==> config.mk <==
export PLATFORM = sky130hd
export DESIGN_NAME = vga_input_conditioner_flat
export DESIGN_NICKNAME = d
export VERILOG_FILES = /design/src/rtl/vga_input_conditioner_if.sv /design/src/rtl/vga_input_conditioner.sv /design/src/flat_wrapper.sv
export SDC_FILE = /design/constraint.sdc
export NUM_CORES = 1
export LEC_CHECK = 0
export CAP_MARGIN = 10
export CORE_UTILIZATION = 60
export DETAILED_ROUTE_END_ITERATION = 10
export HOLD_SLACK_MARGIN = 0.05
export PLACE_DENSITY = 0.8
export SLEW_MARGIN = 20
export SYNTH_ARGS = -nofsm -noshare
export SYNTH_HDL_FRONTEND = slang
export SYNTH_SLANG_ARGS = --single-unit
==> constraint.sdc <==
create_clock -name clk -period 3.3 [get_ports clk]
set_input_delay 0.99 -clock clk [delete_from_list [all_inputs] [get_ports clk]]
set_output_delay 0.99 -clock clk [all_outputs]
set_load 0.02 [all_outputs]
==> src/rtl/vga_input_conditioner_if.sv <==
// Raw switch/button/radio inputs and conditioned outputs of the VGA input front-end.
// The master side drives the raw inputs; the slave side conditions them.
interface vga_input_conditioner_if;
   logic       sw_left;
   logic       sw_right;
   logic       sw_up;
   logic       sw_down;
   logic       sw_return;
   logic       screensaver;
   logic       stretch;
   logic [3:0] radio;
   logic [6:0] lvl;
   logic [6:0] press;
   logic [3:0] move;
   logic [2:0] cmd;
   logic       cmd_valid;
   logic [3:0] radio_q;
   logic       radio_chg;

   modport master (
      output sw_left, sw_right, sw_up, sw_down, sw_return, screensaver, stretch, radio,
      input  lvl, press, move, cmd, cmd_valid, radio_q, radio_chg
   );

   modport slave (
      input  sw_left, sw_right, sw_up, sw_down, sw_return, screensaver, stretch, radio,
      output lvl, press, move, cmd, cmd_valid, radio_q, radio_chg
   );
endinterface

==> src/rtl/vga_input_conditioner.sv <==
// Synchronises and debounces the VGA controller's switches, buttons and radio selector,
// producing press pulses, auto-repeating direction moves and a priority-encoded command.
module vga_input_conditioner #(
   parameter int DEBOUNCE_CYC = 1_000_000,
   parameter int REPEAT_DELAY = 50_000_000,
   parameter int REPEAT_RATE  = 10_000_000,
   parameter int CNT_W        = 27
) (
   input logic                    clk,
   input logic                    rst,
   vga_input_conditioner_if.slave bus
);
   typedef enum logic [1:0] {IDLE, DELAY, REPEAT} rep_state_t;

   localparam logic [CNT_W-1:0] DEB_TC  = CNT_W'(DEBOUNCE_CYC - 1);
   localparam logic [CNT_W-1:0] DLY_TC  = CNT_W'(REPEAT_DELAY - 1);
   localparam logic [CNT_W-1:0] RATE_TC = CNT_W'(REPEAT_RATE - 1);
   localparam logic [CNT_W-1:0] CNT_ONE = CNT_W'(1);

   logic [6:0]       raw, sync_p0, sync_p1;
   logic [6:0]       lvl, lvl_nx, rise;
   logic [CNT_W-1:0] dcnt [7];
   logic [3:0]       radio_p0, radio_p1, radio_p2, radio_q;
   logic [CNT_W-1:0] rdcnt;
   rep_state_t       rstate [4];
   logic [CNT_W-1:0] rcnt [4];
   logic [3:0]       rep_hit, move_nx;
   logic [2:0]       cmd_nx;
   logic [6:0]       press;
   logic [3:0]       move;
   logic [2:0]       cmd;
   logic             cmd_valid, radio_chg;

   // Bit i of the combined press/move vector maps to command code i+1.
   function automatic logic [2:0] encode_cmd(input logic [6:0] pr, input logic [3:0] mv);
      if (pr[4])      return 3'd5;
      else if (pr[5]) return 3'd6;
      else if (pr[6]) return 3'd7;
      else if (mv[0]) return 3'd1;
      else if (mv[1]) return 3'd2;
      else if (mv[2]) return 3'd3;
      else if (mv[3]) return 3'd4;
      else            return 3'd0;
   endfunction

   assign raw = {bus.stretch, bus.screensaver, bus.sw_return,
                 bus.sw_down, bus.sw_up, bus.sw_right, bus.sw_left};

   assign bus.lvl       = lvl;
   assign bus.press     = press;
   assign bus.move      = move;
   assign bus.cmd       = cmd;
   assign bus.cmd_valid = cmd_valid;
   assign bus.radio_q   = radio_q;
   assign bus.radio_chg = radio_chg;

   always_comb begin
      lvl_nx = lvl;
      for (int i = 0; i < 7; i++)
         if (sync_p1[i] != lvl[i] && dcnt[i] == DEB_TC) lvl_nx[i] = sync_p1[i];
   end

   assign rise = lvl_nx & ~lvl;

   // A release on the same edge as a terminal count suppresses the repeat.
   always_comb begin
      rep_hit = '0;
      for (int i = 0; i < 4; i++)
         if (lvl_nx[i] && !rise[i])
            case (rstate[i])
               DELAY:   rep_hit[i] = (rcnt[i] == DLY_TC);
               REPEAT:  rep_hit[i] = (rcnt[i] == RATE_TC);
               default: rep_hit[i] = 1'b0;
            endcase
   end

   assign move_nx = rise[3:0] | rep_hit;
   assign cmd_nx  = encode_cmd(rise, move_nx);

   always_ff @(posedge clk or negedge rst) begin
      if (!rst) begin
         sync_p0   <= '0;
         sync_p1   <= '0;
         radio_p0  <= '0;
         radio_p1  <= '0;
         radio_p2  <= '0;
         lvl       <= '0;
         press     <= '0;
         move      <= '0;
         cmd       <= '0;
         cmd_valid <= 1'b0;
         radio_q   <= '0;
         radio_chg <= 1'b0;
         rdcnt     <= '0;
         for (int i = 0; i < 7; i++) dcnt[i] <= '0;
         for (int i = 0; i < 4; i++) begin
            rstate[i] <= IDLE;
            rcnt[i]   <= '0;
         end
      end else begin
         // p0/p1: two-flop synchroniser; p2 remembers the previous radio sample
         sync_p0  <= raw;
         sync_p1  <= sync_p0;
         radio_p0 <= bus.radio;
         radio_p1 <= radio_p0;
         radio_p2 <= radio_p1;

         for (int i = 0; i < 7; i++)
            if (sync_p1[i] == lvl[i] || dcnt[i] == DEB_TC) dcnt[i] <= '0;
            else                                           dcnt[i] <= dcnt[i] + CNT_ONE;

         lvl       <= lvl_nx;
         press     <= rise;
         move      <= move_nx;
         cmd       <= cmd_nx;
         cmd_valid <= (cmd_nx != 3'd0);

         for (int i = 0; i < 4; i++)
            if (!lvl_nx[i]) begin
               rstate[i] <= IDLE;
               rcnt[i]   <= '0;
            end else if (rise[i]) begin
               rstate[i] <= DELAY;
               rcnt[i]   <= '0;
            end else if (rep_hit[i]) begin
               rstate[i] <= REPEAT;
               rcnt[i]   <= '0;
            end else if (rstate[i] != IDLE) begin
               rcnt[i]   <= rcnt[i] + CNT_ONE;
            end

         // A fresh radio value counts as its first stable sample.
         radio_chg <= 1'b0;
         if (radio_p1 == radio_q) begin
            rdcnt <= '0;
         end else if (radio_p1 != radio_p2) begin
            rdcnt <= CNT_ONE;
         end else if (rdcnt == DEB_TC) begin
            rdcnt     <= '0;
            radio_q   <= radio_p1;
            radio_chg <= 1'b1;
         end else begin
            rdcnt <= rdcnt + CNT_ONE;
         end
      end
   end
endmodule

==> src/flat_wrapper.sv <==
// flat-port wrapper written by rule: the top's interface ports become plain ports
module vga_input_conditioner_flat 
#(
   parameter int DEBOUNCE_CYC = 1_000_000,
   parameter int REPEAT_DELAY = 50_000_000,
   parameter int REPEAT_RATE  = 10_000_000,
   parameter int CNT_W        = 27
)
  (clk, rst, bus_sw_left, bus_sw_right, bus_sw_up, bus_sw_down, bus_sw_return, bus_screensaver, bus_stretch, bus_radio, bus_lvl, bus_press, bus_move, bus_cmd, bus_cmd_valid, bus_radio_q, bus_radio_chg);
  vga_input_conditioner_if bus_i ();
  input logic clk;
  input logic rst;
  input wire logic [$bits(bus_i.sw_left)-1:0] bus_sw_left;
  input wire logic [$bits(bus_i.sw_right)-1:0] bus_sw_right;
  input wire logic [$bits(bus_i.sw_up)-1:0] bus_sw_up;
  input wire logic [$bits(bus_i.sw_down)-1:0] bus_sw_down;
  input wire logic [$bits(bus_i.sw_return)-1:0] bus_sw_return;
  input wire logic [$bits(bus_i.screensaver)-1:0] bus_screensaver;
  input wire logic [$bits(bus_i.stretch)-1:0] bus_stretch;
  input wire logic [$bits(bus_i.radio)-1:0] bus_radio;
  output wire logic [$bits(bus_i.lvl)-1:0] bus_lvl;
  output wire logic [$bits(bus_i.press)-1:0] bus_press;
  output wire logic [$bits(bus_i.move)-1:0] bus_move;
  output wire logic [$bits(bus_i.cmd)-1:0] bus_cmd;
  output wire logic [$bits(bus_i.cmd_valid)-1:0] bus_cmd_valid;
  output wire logic [$bits(bus_i.radio_q)-1:0] bus_radio_q;
  output wire logic [$bits(bus_i.radio_chg)-1:0] bus_radio_chg;
  assign bus_i.sw_left = bus_sw_left;
  assign bus_i.sw_right = bus_sw_right;
  assign bus_i.sw_up = bus_sw_up;
  assign bus_i.sw_down = bus_sw_down;
  assign bus_i.sw_return = bus_sw_return;
  assign bus_i.screensaver = bus_screensaver;
  assign bus_i.stretch = bus_stretch;
  assign bus_i.radio = bus_radio;
  assign bus_lvl = bus_i.lvl;
  assign bus_press = bus_i.press;
  assign bus_move = bus_i.move;
  assign bus_cmd = bus_i.cmd;
  assign bus_cmd_valid = bus_i.cmd_valid;
  assign bus_radio_q = bus_i.radio_q;
  assign bus_radio_chg = bus_i.radio_chg;
  vga_input_conditioner #(.DEBOUNCE_CYC(DEBOUNCE_CYC), .REPEAT_DELAY(REPEAT_DELAY), .REPEAT_RATE(REPEAT_RATE), .CNT_W(CNT_W)) u_core (.clk(clk), .rst(rst), .bus(bus_i));
endmodule
==> flow_metrics.py <==
metrics = {
    "setup_path": {
        "worst_r2r_path_depth": 7,
        "r2r-end": "u_core.rcnt[74]",
        "rrSetupSlack_ns": 0.60,
        "cp.arrival_ns": 3.10,
        "timing.critical_path.from": "u_core.dcnt[135]",
        "cp-end-kind": "flop",
        "endpoint": "u_core.rcnt[74]",
        "reg2reg_from": "u_core.dcnt[135]",
        "path_class": "reg2reg",
        "crit_path_start_kind": "flop",
        "path_max_fanout": 13,
        "cp.required_ns": 3.70,
    },
    "logic_synthesis": {
        "netlist_top_cells_area": "dfrtp_1 (52%), xor2_1 (7.8%), nor2_1 (7.1%), xnor2_1 (4.7%), nand3_1 (3.5%)",
        "seq_area_frac_synth_pct": 51.6,
        "synth_edf_count": 0,
        "async_flop_share_pct": 100,
        "syn_avg_cell_area_um2": 9.80,
        "netlist_instances": 1907,
        "yosys.cell_types.count": 72,
        "synth_most_common_cell": "dfrtp_1",
        "syn_nets": 1940,
        "synth_area_um2": 18700,
        "synthFlopType": "dfrtp_1",
        "yosysWarnings": 0,
        "postSynthRegisterBits": 385,
        "synth_commonest_cells": "dfrtp_1 (385), nor2_1 (354), xor2_1 (167), nand2_1 (138), nand3_1 (131)",
        "synth_top_area_share_pct": 51.6,
        "synth_top_cell_by_area": "dfrtp_1",
    },
    "place": {
        "dp_hpwl_mm": 25.0,
        "io_buffers": 39,
        "finalWeightedCongestion": 0.888,
    },
    "global_routing": {
        "grt.total_usage_pct": 24.6,
        "grt_busiest_layer": "met2",
        "grtUsageMet3_pct": 3.69,
        "grt_pass1_vias": 14000,
        "grt_antenna_before_repair": 0,
        "grt_overflow_total": 0,
        "met1_usage_pct": 32.3,
        "grt_pass1_wl_mm": 65.1,
        "grt_max_degree": 71,
        "grtUsageMet2_pct": 42.2,
    },
    "drt": {
        "ant_nets": 0,
        "vias_per_cell": 5.92,
        "firstDrtPassIters": 5,
        "wl_mm": 37.6,
        "drc": 0,
        "wire_per_inst_um": 15.7,
        "dr.first_iter.drc_count": 925,
        "vias": 14200,
    },
    "clock_tree": {
        "clockBufferDepth": 3,
        "cts_sinks": 385,
        "ctsHoldBuffers": 0,
        "htree_num_levels": 2,
        "tritoncts": "yes",
        "cts_made_buffers": 40,
        "cts_setup_buffers": 0,
        "clkTransAtPathRegs_ns": 0.06,
        "clkLatencyLatePin_ns": 0.53,
        "cts_root_buffer": "clkbuf_16",
        "ctsResizeCount": 0,
    },
    "power_and_ir_drop": {
        "ir_drop_mv": 0.420,
        "power_density_nw_per_um2": 456,
        "p_total_mw": 9.55,
        "power.leakage_nw": 8.65,
    },
    "floorplan": {
        "initial_core_util_pct": 61.1,
        "dieArea_um2": 31900,
        "die_h_um": 178,
        "dieWidth_um": 178,
        "core_um2": 30600,
        "ios": 40,
        "rows": 64,
    },
    "timing": {
        "clock.fmax_mhz": 371,
        "worst_slew_pin_slew_ns": 1.12,
        "tns_ns": 0,
        "maxSlewViolCount": 0,
        "clock_skew_ns": 0.0150,
        "hold_violations": 0,
        "period_minus_slack_ns": 2.70,
        "relSlewSlack_pct": 24.7,
        "fin_crit_sh_pct": 81.8,
        "rsz0062_at_grt": "false",
        "setup_viol": 0,
    },
    "finish": {
        "antenna_cells": 0,
        "syn_to_final_growth_pct": 12.2,
        "drive_gt1_share_pct": 5.81,
        "final_nets": 2001,
    },
    "hold_path": {
        "hp-start": "u_core.sync_p0[0]",
        "worstHoldPathType": "reg2reg",
    },
    "job": {
        "cap_violations": 0,
    },
    "run_status": {
        "status": "finished, final reports clean",
    },
}
registers in the layout, summed over array words and instances, names as in the netlist:
register / flops
u_core.bus.move: 4
u_core.rcnt: 108
u_core.dcnt: 189
u_core.sync_p1: 7
u_core.bus.radio_q: 4
u_core.sync_p0: 7
u_core.bus.cmd: 3
u_core.radio_p1: 4
u_core.bus.press: 7
u_core.bus.radio_chg: 1
u_core.rstate: 8
u_core.bus.lvl: 7
u_core.radio_p2: 4
u_core.rdcnt: 27
u_core.radio_p0: 4
u_core.bus.cmd_valid: 1
per-layer routing:
layer  share of wire, %  vias up
li1                   -     6755
met4                1.7        0
met3                4.3       56
met2                 49      321
met1                 45     7024
met5                  0        -
worst min path at each step:
stage                         endpoint  slack (ns)  cells past startpoint
global placement     u_core.sync_p1[0]        0.33                      0
floorplan           u_core.radio_p1[0]        0.33                      0
CTS                  u_core.sync_p1[0]        0.35                      0
finish               u_core.sync_p1[0]        0.35                      0
global route        u_core.radio_p1[1]        0.36                      0
detailed placement   u_core.sync_p1[0]        0.34                      0
final cells by class:
type                    instances  area [um2]
flip-flops and latches        385        9630
fillers                      2239        9620
multi-input cells            1439        8730
clock buffers                  54        1140
repair buffers                 62         631
well taps                     396         495
clock inverters                16         185
inverters                      40         150
metrics by stage:
stage | hold slack [ns] | setup WS (ns) | cell area (um2) | std cells | util [%]
floorplan | 0.331 | 0.971 | 18700 | 1907 | -
global placement | 0.333 | 0.787 | 19600 | 2322 | 64.2
detailed placement | 0.336 | 0.662 | 19600 | 2322 | 64.2
CTS | 0.349 | 0.599 | 21000 | 2392 | 68.5
global route | 0.357 | 0.347 | 21000 | 2392 | 68.5
finish | 0.347 | 0.602 | 21000 | 2392 | 68.5
cells by family after synthesis:
| group | after synthesis | share of synthesized area [%] |
|---|---|---|
| adder cells (fa/ha/maj) | 20 | 1.34 |
| buffers and inverters | 83 | 1.75 |
| XOR/XNOR | 268 | 12.6 |
| multiplexers | 9 | 0.536 |
| AO/OA/AOI/OAI | 145 | 5.24 |
| AND/OR/NAND/NOR | 997 | 27.0 |
| flip-flops | 385 | 51.6 |
layout by cell type, fill, tap and decap left out, types with 14 or more instances in the layout:
cell type / Yosys / final
ha_1: 20 / 20
xnor2_1: 101 / 101
and3_1: 45 / 45
or3_1: 32 / 32
nand4_1: 72 / 72
clkdlybuf4s50_1: 0 / 38
and2_1: 19 / 19
xor2_1: 167 / 167
nor2_1: 354 / 354
nor4_1: 42 / 42
dfrtp_1: 385 / 385
nor3_1: 43 / 43
nor4b_1: 14 / 14
buf_4: 0 / 18
a21oi_1: 42 / 42
o21ai_0: 38 / 38
clkbuf_16: 0 / 40
nand3_1: 131 / 131
nand2_1: 138 / 138
inv_1: 40 / 40
and4_1: 34 / 34
power breakdown:
part	leakage, nW	internal, mW	switching [mW]
sequential	5.30	4.76	0.0370
clock	0.650	2.67	1.86
combinational	2.70	0.0609	0.160
total	8.65	7.49	2.06
worst max-delay path, stage by stage, from the launching register on:
cell and delay, ns:
dfrtp_1 0.38, ha_1 0.23, and4_1 0.29, nand4_1 0.28
o31ai_1 0.62, buf_4 0.28, a21o_1 0.37, nor2_1 0.10
No activity file was read; power rests on OpenSTA's default activity.
